--- config.mk ---
export PLATFORM = sky130hd
export DESIGN_NAME = sequence_generator_moore_flat
export DESIGN_NICKNAME = d
export VERILOG_FILES = /design/src/rtl/sequence_pkg.sv /design/src/rtl/sequence_generator_moore_if.sv /design/src/rtl/sequence_serializer.sv /design/src/rtl/sequence_generator_moore.sv /design/src/flat_wrapper.sv
export SDC_FILE = /design/constraint.sdc
export NUM_CORES = 1
export LEC_CHECK = 0
export BUFFER_PORTS_ARGS = -buffer_cell sky130_fd_sc_hd__buf_2
export CORE_MARGIN = 2
export CORE_UTILIZATION = 60
export CTS_CLUSTER_DIAMETER = 120
export CTS_CLUSTER_SIZE = 25
export DETAILED_ROUTE_END_ITERATION = 8
export HOLD_SLACK_MARGIN = 0.02
export PLACE_DENSITY = 0.86
export SLEW_MARGIN = 30
export SYNTH_ARGS = -nofsm -noshare
export SYNTH_HDL_FRONTEND = slang
export SYNTH_HIERARCHICAL = 1
export SYNTH_SLANG_ARGS = --single-unit
--- constraint.sdc ---
create_clock -name clock -period 2.6 [get_ports clock]
set_input_delay 0.52 -clock clock [delete_from_list [all_inputs] [get_ports clock]]
set_output_delay 0.52 -clock clock [all_outputs]
set_load 0.01 [all_outputs]
--- src/rtl/sequence_pkg.sv ---
// Shared definitions for the sequence link (generator and detector).
//   state_t         : generator FSM states
//   DEFAULT_PATTERN : pattern register value after reset
package sequence_pkg;

  typedef enum logic [1:0] {
    IDLE  = 2'd0,
    SHIFT = 2'd1,
    GAP   = 2'd2,
    DONE  = 2'd3
  } state_t;

  localparam logic [3:0] DEFAULT_PATTERN = 4'b1011;

endpackage

--- src/rtl/sequence_generator_moore_if.sv ---
// Control/status bundle of the serial pattern generator.
//   master : burst requester (drives start/pattern/repeat_count/gap_cycles)
//   slave  : generator (drives ready/busy/sequence_out/frame_start/done)
interface sequence_generator_moore_if #(
  parameter int PATTERN_W = 4,
  parameter int COUNT_W   = 8,
  parameter int GAP_W     = 4
);

  logic                 start;
  logic [PATTERN_W-1:0] pattern;
  logic [COUNT_W-1:0]   repeat_count;
  logic [GAP_W-1:0]     gap_cycles;
  logic                 ready;
  logic                 busy;
  logic                 sequence_out;
  logic                 frame_start;
  logic                 done;

  modport master (
    output start, pattern, repeat_count, gap_cycles,
    input  ready, busy, sequence_out, frame_start, done
  );

  modport slave (
    input  start, pattern, repeat_count, gap_cycles,
    output ready, busy, sequence_out, frame_start, done
  );

endinterface

--- src/rtl/sequence_serializer.sv ---
// Loadable MSB-first shift register with a bit counter.
//   clock, reset : system clock, synchronous active-high reset
//   load         : capture load_value, bit counter = PATTERN_W-1
//   shift        : shift left one bit, decrement bit counter
//   load_value   : parallel value captured on load
//   serial_out   : current MSB
//   last_bit     : bit counter is 0 (final bit of the word is on serial_out)
module sequence_serializer #(
  parameter int                   PATTERN_W   = 4,
  parameter logic [PATTERN_W-1:0] RESET_VALUE = '0
) (
  input  logic                 clock,
  input  logic                 reset,
  input  logic                 load,
  input  logic                 shift,
  input  logic [PATTERN_W-1:0] load_value,
  output logic                 serial_out,
  output logic                 last_bit
);

  localparam int CNT_W = (PATTERN_W > 2) ? $clog2(PATTERN_W) : 1;

  logic [PATTERN_W-1:0] shift_reg;
  logic [CNT_W-1:0]     bit_cnt;

  always_ff @(posedge clock) begin
    if (reset) begin
      shift_reg <= RESET_VALUE;
      bit_cnt   <= '0;
    end else if (load) begin
      shift_reg <= load_value;
      bit_cnt   <= CNT_W'(PATTERN_W - 1);
    end else if (shift) begin
      shift_reg <= {shift_reg[PATTERN_W-2:0], 1'b0};
      bit_cnt   <= bit_cnt - CNT_W'(1);
    end
  end

  assign serial_out = shift_reg[PATTERN_W-1];
  assign last_bit   = (bit_cnt == '0);

endmodule

--- src/rtl/sequence_generator_moore.sv ---
// Serial pattern generator: emits a captured pattern MSB-first for a
// programmable number of repetitions with an optional idle gap between them.
//   clock, reset : system clock, synchronous active-high reset
//   bus (slave)  : start/pattern/repeat_count/gap_cycles in,
//                  ready/busy/sequence_out/frame_start/done out
// All status outputs are flops loaded from the next state, so they depend on
// registered state only.
module sequence_generator_moore #(
  parameter int                   PATTERN_W       = 4,
  parameter int                   COUNT_W         = 8,
  parameter int                   GAP_W           = 4,
  parameter logic [PATTERN_W-1:0] DEFAULT_PATTERN = PATTERN_W'(sequence_pkg::DEFAULT_PATTERN)
) (
  input  logic                        clock,
  input  logic                        reset,
  sequence_generator_moore_if.slave   bus
);

  import sequence_pkg::*;

  state_t               state, state_d;
  logic [PATTERN_W-1:0] reload_reg;
  logic [COUNT_W-1:0]   rep_cnt;
  logic [GAP_W-1:0]     gap_reload;
  logic [GAP_W-1:0]     gap_cnt;
  logic                 in_shift;

  logic                 ser_load, ser_shift, ser_out, last_bit;
  logic [PATTERN_W-1:0] ser_value;
  logic                 frame_d;

  sequence_serializer #(
    .PATTERN_W   (PATTERN_W),
    .RESET_VALUE (DEFAULT_PATTERN)
  ) u_ser (
    .clock      (clock),
    .reset      (reset),
    .load       (ser_load),
    .shift      (ser_shift),
    .load_value (ser_value),
    .serial_out (ser_out),
    .last_bit   (last_bit)
  );

  // Next-state and serializer control.
  always_comb begin
    state_d   = state;
    ser_load  = 1'b0;
    ser_shift = 1'b0;
    ser_value = reload_reg;
    unique case (state)
      IDLE: if (bus.start) begin
        ser_load  = 1'b1;
        ser_value = bus.pattern;
        state_d   = (bus.repeat_count != '0) ? SHIFT : DONE;
      end
      SHIFT: begin
        if (last_bit) begin
          if (rep_cnt == COUNT_W'(1)) begin
            state_d = DONE;
          end else begin
            // Reload now so the word is ready whether or not a gap follows.
            ser_load = 1'b1;
            state_d  = (gap_reload != '0) ? GAP : SHIFT;
          end
        end else begin
          ser_shift = 1'b1;
        end
      end
      GAP:  if (gap_cnt == '0) state_d = SHIFT;
      DONE: state_d = IDLE;
      default: state_d = IDLE;
    endcase
    // A fresh word is on the serializer whenever SHIFT is entered from
    // another state or re-entered after the last bit of a repetition.
    frame_d = (state_d == SHIFT) && ((state != SHIFT) || last_bit);
  end

  always_ff @(posedge clock) begin
    if (reset) begin
      state           <= IDLE;
      reload_reg      <= DEFAULT_PATTERN;
      rep_cnt         <= '0;
      gap_reload      <= '0;
      gap_cnt         <= '0;
      in_shift        <= 1'b0;
      bus.ready       <= 1'b1;
      bus.busy        <= 1'b0;
      bus.frame_start <= 1'b0;
      bus.done        <= 1'b0;
    end else begin
      state <= state_d;
      unique case (state)
        IDLE: if (bus.start) begin
          reload_reg <= bus.pattern;
          rep_cnt    <= bus.repeat_count;
          gap_reload <= bus.gap_cycles;
        end
        SHIFT: if (last_bit) begin
          rep_cnt <= rep_cnt - COUNT_W'(1);
          gap_cnt <= gap_reload - GAP_W'(1);
        end
        GAP: if (gap_cnt != '0) gap_cnt <= gap_cnt - GAP_W'(1);
        default: ;
      endcase
      in_shift        <= (state_d == SHIFT);
      bus.ready       <= (state_d == IDLE);
      bus.busy        <= (state_d != IDLE);
      bus.frame_start <= frame_d;
      bus.done        <= (state_d == DONE);
    end
  end

  assign bus.sequence_out = ser_out & in_shift;

endmodule

--- src/flat_wrapper.sv ---
// flat-port wrapper written by rule: the top's interface ports become plain ports
module sequence_generator_moore_flat import sequence_pkg::*;
#(
  parameter int                   PATTERN_W       = 4,
  parameter int                   COUNT_W         = 8,
  parameter int                   GAP_W           = 4,
  parameter logic [PATTERN_W-1:0] DEFAULT_PATTERN = PATTERN_W'(sequence_pkg::DEFAULT_PATTERN)
)
  (clock, reset, bus_start, bus_pattern, bus_repeat_count, bus_gap_cycles, bus_ready, bus_busy, bus_sequence_out, bus_frame_start, bus_done);
  sequence_generator_moore_if #(.PATTERN_W(PATTERN_W), .COUNT_W(COUNT_W), .GAP_W(GAP_W)) bus_i ();
  input  logic clock;
  input  logic reset;
  input wire logic [$bits(bus_i.start)-1:0] bus_start;
  input wire logic [$bits(bus_i.pattern)-1:0] bus_pattern;
  input wire logic [$bits(bus_i.repeat_count)-1:0] bus_repeat_count;
  input wire logic [$bits(bus_i.gap_cycles)-1:0] bus_gap_cycles;
  output wire logic [$bits(bus_i.ready)-1:0] bus_ready;
  output wire logic [$bits(bus_i.busy)-1:0] bus_busy;
  output wire logic [$bits(bus_i.sequence_out)-1:0] bus_sequence_out;
  output wire logic [$bits(bus_i.frame_start)-1:0] bus_frame_start;
  output wire logic [$bits(bus_i.done)-1:0] bus_done;
  assign bus_i.start = bus_start;
  assign bus_i.pattern = bus_pattern;
  assign bus_i.repeat_count = bus_repeat_count;
  assign bus_i.gap_cycles = bus_gap_cycles;
  assign bus_ready = bus_i.ready;
  assign bus_busy = bus_i.busy;
  assign bus_sequence_out = bus_i.sequence_out;
  assign bus_frame_start = bus_i.frame_start;
  assign bus_done = bus_i.done;
  sequence_generator_moore #(.PATTERN_W(PATTERN_W), .COUNT_W(COUNT_W), .GAP_W(GAP_W), .DEFAULT_PATTERN(DEFAULT_PATTERN)) u_core (.clock(clock), .reset(reset), .bus(bus_i));
endmodule
==> results of run 1 <==
worst paths after layout:
check	to	slack, ns	cells after the start
max	u_core/u_ser/shift_reg[3]	0.80	7
min reg2reg	u_core/gap_cnt[3]	0.48	2
max reg2reg	u_core/u_ser/shift_reg[3]	0.80	7
min	u_core/gap_reload[3]	0.42	3
worst min-delay path: cells and delay by family:
| family | cells | cell delay [ns] |
|---|---|---|
| AND/OR/NAND/NOR | 1 | 0.04 |
| buffers and inverters | 1 | 0.09 |
| AO/OA/AOI/OAI | 1 | 0.05 |
synth_stat cells, types with 2 or more instances:
cell type  instances  area (sq um)
a21oi_1           23           115
a21o_1             3          22.5
nor2_1            13          48.8
nand2_1           29           109
o21ai_0           12          60.1
nor3_1             4          20.0
nor2b_1            5          31.3
o211ai_1           2          15.0
buf_2              3          15.0
nand3b_1           2          15.0
nor3b_1            4          30.0
and2_1             3          18.8
a211oi_1           2          15.0
or2_2              4          25.0
ha_1               4          50.1
nor4_1             5          31.3
mux2i_1            7          70.1
nand3_1            3          15.0
inv_1              8          30.0
dfxtp_1           33           661
a31oi_1            4          25.0
nand2b_1           8          50.1
clkbuf_1           4          15.0
layer usage:
layer | track usage (%) | vias up | share of wire, %
met2 | 40.2 | 42 | 47
met1 | 33.1 | 689 | 47
li1 | - | 766 | -
met5 | 0 | - | 0
met3 | 8.53 | 6 | 5.7
met4 | 8.64 | 0 | 0.98
cells in the final DEF (no fill, tap or decap), drive strengths merged, types with 5 or more instances in the layout:
cell     n
dfxtp   33
nand2   29
buf     25
a21oi   23
nor2    13
o21ai   12
nand2b   8
inv      8
mux2i    7
clkbuf   7
nor4     5
nor2b    5
nor3b    5
nor3     5
final cells by class:
cell class,count,area [sq um]
Inverter,8,30.0
Clock inverter,1,30.0
Timing Repair Buffer,25,130
Tap cell,31,38.8
Sequential cell,33,661
Multi-Input combinational cell,154,941
Fill cell,231,825
Clock buffer,7,55.1
cell families after synthesis:
family | count (synthesis)
simple gates | 87
compound gates | 55
flops | 33
buf+inv | 17
mux | 7
fa+ha+maj | 4
xor+xnor | 1
power by group through the flow:
stage                     Sequential (mW)  Combinational (mW)  Clock (mW)
after CTS                           0.706               0.604       0.406
after global placement              0.711               0.582           0
after floorplan                     0.687               0.483           0
after global routing                0.723               0.685       0.423
after detailed placement            0.715               0.598           0
final                               0.709               0.611       0.398
per-stage QoR:
step / util (%) / cell area [sq um] / instances / worst slack [ns] / hold WS, ns
finish: 69.6 / 1890 / 259 / 0.802 / 0.417
global placement: 66.4 / 1800 / 251 / 0.859 / 0.455
global route: 69.6 / 1890 / 259 / 0.580 / 0.415
detailed placement: 66.4 / 1800 / 251 / 0.786 / 0.457
floorplan: - / 1680 / 204 / 1.01 / 0.437
CTS: 69.6 / 1890 / 259 / 0.815 / 0.408
==> results.json, run 1 <==
{
  "p_switching_uw": 607,
  "p_comb_share_pct": 35.6,
  "synth_fa_ha_area_share_pct": 2.98,
  "drv_slew": 0,
  "drtIter0Drc": 98,
  "grt_overflow_total": 0,
  "synth_compound_area_share_pct": 20.8,
  "die_h_microns": 56.9,
  "synth_cells": 204,
  "diodes": 0,
  "hold_path_class": "input pin to flop",
  "maxCapViolations": 0,
  "clock_sinks": 33,
  "largest_reg_flops": 8,
  "grt_max_degree": 32,
  "setup.worst_path.start": "u_core/u_ser/bit_cnt[0]",
  "worst_setup_path_end_kind": "flop",
  "required_ns": 2.82,
  "leakage_nw": 0.783,
  "regMostFlops": "u_core/rep_cnt",
  "ys_seq_area_share_pct": 39.3,
  "synth_area_per_cell_sq_um": 8.24,
  "power_mw": 1.72,
  "pwr-share-seq_pct": 41.3,
  "dieArea_sq_um": 3240,
  "ys_ff_latch": 33,
  "synth-xor-area-share_pct": 0.521,
  "cts_tree": "yes",
  "area_growth_pct": 12.2,
  "grt_antenna_before_repair": 0,
  "cts_buffers": 5,
  "fin_crit_sh_pct": 69.1,
  "portBuffers": 23,
  "path_max_fanout": 7,
  "nets": 250,
  "clk_path_buf_depth": 2,
  "clockPowerShare_pct": 23.2,
  "via_per_inst": 5.80,
  "synth_area_sq_um": 1680,
  "arrival_ns": 2.02,
  "row_count": 19,
  "first_pass_iters": 4,
  "synth_nets": 227,
  "synth_top_family_by_area": "simple AND/OR/NAND/NOR gates",
  "switching_share_pct": 35.3,
  "via_count": 1503,
  "grt_pass1_wl_microns": 6350,
  "hpwl_microns": 2510,
  "final_hold_viol_count": 0,
  "wl_per_cell_microns": 14.2,
  "chipWidth_microns": 56.9,
  "tns_ns": 0,
  "critPathSlowestCell": "dfxtp_1",
  "synth_mux_area_share_pct": 4.17,
  "synth_ff_type": "dfxtp_1",
  "grt_pass1_vias": 1454,
  "grt_usage_pct": 25.6,
  "vdd_drop_max_mv": 0.620,
  "synth_edf_count": 0,
  "cts_setup_buffers": 0,
  "core_area_sq_um": 2710,
  "internal_power_mw": 1.11,
  "timing_worst_setup_path_type": "flop to flop",
  "htree_levels": 2,
  "fin_skew_ns": 0.00439,
  "post-route-min-period_ns": 1.80,
  "worstMarginPinSlew_ns": 0.700,
  "io_pins": 24,
  "relSlewSlack_pct": 53.2,
  "post_cts_resized": 0,
  "crit_path_start_kind": "flop",
  "status": "finished, final reports clean",
  "yosys.area_share.simple_pct": 27.5,
  "max_stage_delay_ns": 0.34,
  "cp_top_family": "simple AND/OR/NAND/NOR gates",
  "fmax_mhz": 556,
  "place_congestion": 0.826,
  "path_clk_slew_ns": 0.10,
  "crit_buf_inv": 1,
  "wl_microns": 3680,
  "start_util_pct": 62.0,
  "power_density_nw_per_um2": 911,
  "ys_warn_count": 6,
  "cts_hold_repair.buffers": 0,
  "hp-start": "bus_gap_cycles[3]",
  "clkLatencyLatePin_ns": 0.33,
  "antenna_left": 0,
  "cts-root-buf": "clkbuf_4",
  "path_cells": "inv_1 -> ha_1 -> nand3b_1 -> a21o_1 -> nand2_1 -> nor3b_1 -> a21oi_1",
  "synth_cell_types": 42,
  "drive_gt1_share_pct": 18.9,
  "async_flop_share_pct": 0,
  "route.detailed.drc": 0,
  "reg2reg_from": "u_core/u_ser/bit_cnt[0]",
  "setup_viol": 0,
  "rsz0062_at_grt": "no"
}
Note: power is estimated with default switching activity, not from simulation.
==> inputs of run 2 (changes only) <==
- ABC_AREA: not set -> 1
- CORE_UTILIZATION: 60 -> 51
- PLACE_DENSITY: 0.86 -> 0.78
- clock period: 2.6 -> 1.6 ns (I/O delays scaled with it)
==> run 2 against run 1 <==
Against the previous run: global-route usage is 6.2 points lower; via count increased by 11%; register-to-register slack worse by 0.71 ns; clock power rose by 47%; final area rose by 6.0%; sequential share of layout area down 2.0 points; critical path type unchanged.
==> results.json, run 2 <==
{
  "synth_fa_ha_area_share_pct": 2.84,
  "drv_slew": 0,
  "timing_worst_setup_path_type": "flop to flop",
  "synth_cell_types": 27,
  "path_cells": "inv_1 -> ha_1 -> nand3_1 -> nor2_2 -> o21ai_0 -> buf_4 -> nor2_4 -> nand2_2 -> nand2_1 -> nor2_1",
  "grt_max_degree": 15,
  "regArea_sq_um": 661,
  "via_per_inst": 4.89,
  "wl_microns": 3640,
  "grt_antenna_before_repair": 0,
  "reg2reg_from": "u_core/rep_cnt[1]",
  "tns_ns": 0,
  "grt_pass1_vias": 1491,
  "cts_buffers": 5,
  "rsz0062_at_grt": "no",
  "vdd_drop_max_mv": 0.613,
  "post-route-min-period_ns": 1.51,
  "reg2reg_depth": 10,
  "area_growth_pct": 13.6,
  "synth_mux_area_share_pct": 0,
  "internal_power_mw": 1.57,
  "worstMarginPinSlew_ns": 0.247,
  "grt_overflow_total": 0,
  "fin_crit_sh_pct": 94.2,
  "path_clk_slew_ns": 0.10,
  "rr_endpoint": "u_core/u_ser/shift_reg[2]",
  "htree_levels": 2,
  "max_stage_delay_ns": 0.31,
  "wl_per_cell_microns": 10.7,
  "synth-xor-area-share_pct": 0.498,
  "post_cts_resized": 0,
  "drtIter0Drc": 152,
  "r2r_slack_ns": 0.09,
  "clockPowerShare_pct": 24.2,
  "fin_util_pct": 59.9,
  "hpwl_microns": 2780,
  "diodes": 0,
  "pre_cts_ws_ns": 0.0672,
  "synth_cells": 264,
  "via_count": 1662,
  "hold_path_class": "input pin to flop",
  "drive_gt1_share_pct": 17.7,
  "fmax_mhz": 663,
  "antenna_left": 0,
  "fin_skew_ns": 0.0101,
  "dpl_cell_area_sq_um": 1920,
  "synth_top_family_by_area": "simple AND/OR/NAND/NOR gates",
  "leakage_nw": 1.02,
  "clkLatencyLatePin_ns": 0.32,
  "path_max_fanout": 8,
  "p_comb_share_pct": 33.5,
  "synth_area_sq_um": 1760,
  "worst_setup_path_end_kind": "flop",
  "clock_sinks": 33,
  "crit_path_start_kind": "flop",
  "yosysTopAreaCellShare_pct": 37.6,
  "cts_hold_repair.buffers": 0,
  "yosys.area_share.simple_pct": 32.6,
  "grt_pass1_wl_microns": 6100,
  "synth_edf_count": 0,
  "grt_usage_pct": 19.4,
  "synth_nets": 287,
  "setup_viol": 0,
  "synth_ff_type": "dfxtp_1",
  "maxCapViolations": 0,
  "yosys.area.top_type": "dfxtp_1",
  "ys_warn_count": 6,
  "synth_common_cells": "69 x nand2_1, 35 x inv_1, 33 x dfxtp_1",
  "num-fill-cells": 342,
  "arrival_ns": 1.73,
  "synthTopCellsByArea": "dfxtp_1 38%, nand2_1 15%, inv_1 7.5%",
  "regMostFlops": "u_core/rep_cnt",
  "cts_setup_buffers": 0,
  "fin_ws_ns": 0.0923,
  "final_hold_viol_count": 0,
  "cts-root-buf": "clkbuf_4",
  "cts_tree": "yes",
  "first_pass_iters": 4,
  "layout_commonest_cell": "nand2_1",
  "chipWidth_microns": 62.7,
  "synth_compound_area_share_pct": 14.6,
  "switching_share_pct": 35.1,
  "portBuffers": 23,
  "nets": 317,
  "status": "finished, final reports clean",
  "fin_area_sq_um": 2000,
  "ys_seq_area_share_pct": 37.6,
  "core_area_sq_um": 3340,
  "clk_path_buf_depth": 2,
  "yosysMostFrequentCell": "nand2_1",
  "start_util_pct": 52.7,
  "die_h_microns": 62.7,
  "power_density_nw_per_um2": 1210,
  "setup.worst_path.start": "u_core/rep_cnt[1]",
  "largest_reg_flops": 8,
  "endpoint": "u_core/u_ser/shift_reg[2]",
  "synth_area_per_cell_sq_um": 6.66,
  "multi_input_comb_area_sq_um": 891,
  "relSlewSlack_pct": 83.4,
  "dieArea_sq_um": 3940,
  "route.detailed.drc": 0,
  "final_cell_mix": "69 x nand2_1, 35 x inv_1, 33 x dfxtp_1, 31 x nor2_1, 24 x o21ai_0",
  "place_congestion": 0.900,
  "p_switching_uw": 852,
  "io_pins": 24,
  "async_flop_share_pct": 0,
  "row_count": 21,
  "critPathSlowestCell": "dfxtp_1",
  "pwr-share-seq_pct": 42.4,
  "ys_ff_latch": 33,
  "required_ns": 1.82
}
## run 2: cell count changes in the layout (fill, tap and decap cells not counted), sizes merged, moves of 7 or more
cell / before / now
nor2: 13 / 33
nand3: 3 / 13
inv: 8 / 41
nand2b: 8 / 0
mux2i: 7 / 0
o21ai: 12 / 25
nand2: 29 / 74
## run 2: routing by layer
layer / routed length [microns] / track usage (%)
met5: 0 / 0
met4: 27 / 5.83
met3: 209 / 4.32
met2: 1740 / 33.7
met1: 1670 / 24.1
## run 2: per-stage QoR
stage          hold WS [ns]  total power [mW]  instances
2_1_floorplan         0.389              1.67        264
3_5_place_dp          0.449              1.85        333
3_3_place_gp          0.458              1.83        333
6_report              0.276              2.43        340
4_1_cts               0.273              2.44        340
5_1_grt               0.288              2.61        340
## run 2: worst min-delay path by stage
stage	startpoint	depth (start not counted)	to	slack (ns)
after floorplan	reset	1	u_core/u_ser/bit_cnt[1]	0.39
after global placement	u_core/gap_reload[3]	2	u_core/gap_reload[3]	0.46
after detailed placement	u_core/u_ser/shift_reg[0]	2	u_core/u_ser/shift_reg[0]	0.45
after CTS	bus_gap_cycles[2]	3	u_core/gap_reload[2]	0.27
after global routing	bus_gap_cycles[2]	3	u_core/gap_reload[2]	0.29
final	bus_gap_cycles[2]	3	u_core/gap_reload[2]	0.28
## run 2: cells by family (layout without fill, tap and decap cells)
family                   after synthesis  in the layout
AO/OA/AOI/OAI                         49             49
XOR/XNOR                               1              1
adder cells (fa/ha/maj)                4              4
buffers and inverters                 47             77
flip-flops                            33             33
AND/OR/NAND/NOR                      130            130
## run 2: power groups by stage
stage          logic (mW)  registers (mW)  clock network (mW)
5_1_grt             0.929            1.04               0.639
4_1_cts             0.807            1.03               0.600
3_3_place_gp        0.786            1.04                   0
2_1_floorplan       0.625            1.04                   0
6_report            0.812            1.03               0.587
3_5_place_dp        0.802            1.05                   0
## run 2: layout make-up
cell class	count	area share [%]
clock buffers	5	1.88
clock inverters	2	1.75
inverters	41	7.83
multi-input cells	184	44.6
flip-flops and latches	33	33.1
well taps	46	2.88
repair buffers	29	8.02
## run 2: worst max-delay path, delay by kind of cell (launching register included)
kind                     cells  cell delay, ns
buffers and inverters        2            0.27
AND/OR/NAND/NOR              6            0.55
flip-flops                   1            0.31
adder cells (fa/ha/maj)      1            0.19
AO/OA/AOI/OAI                1            0.09
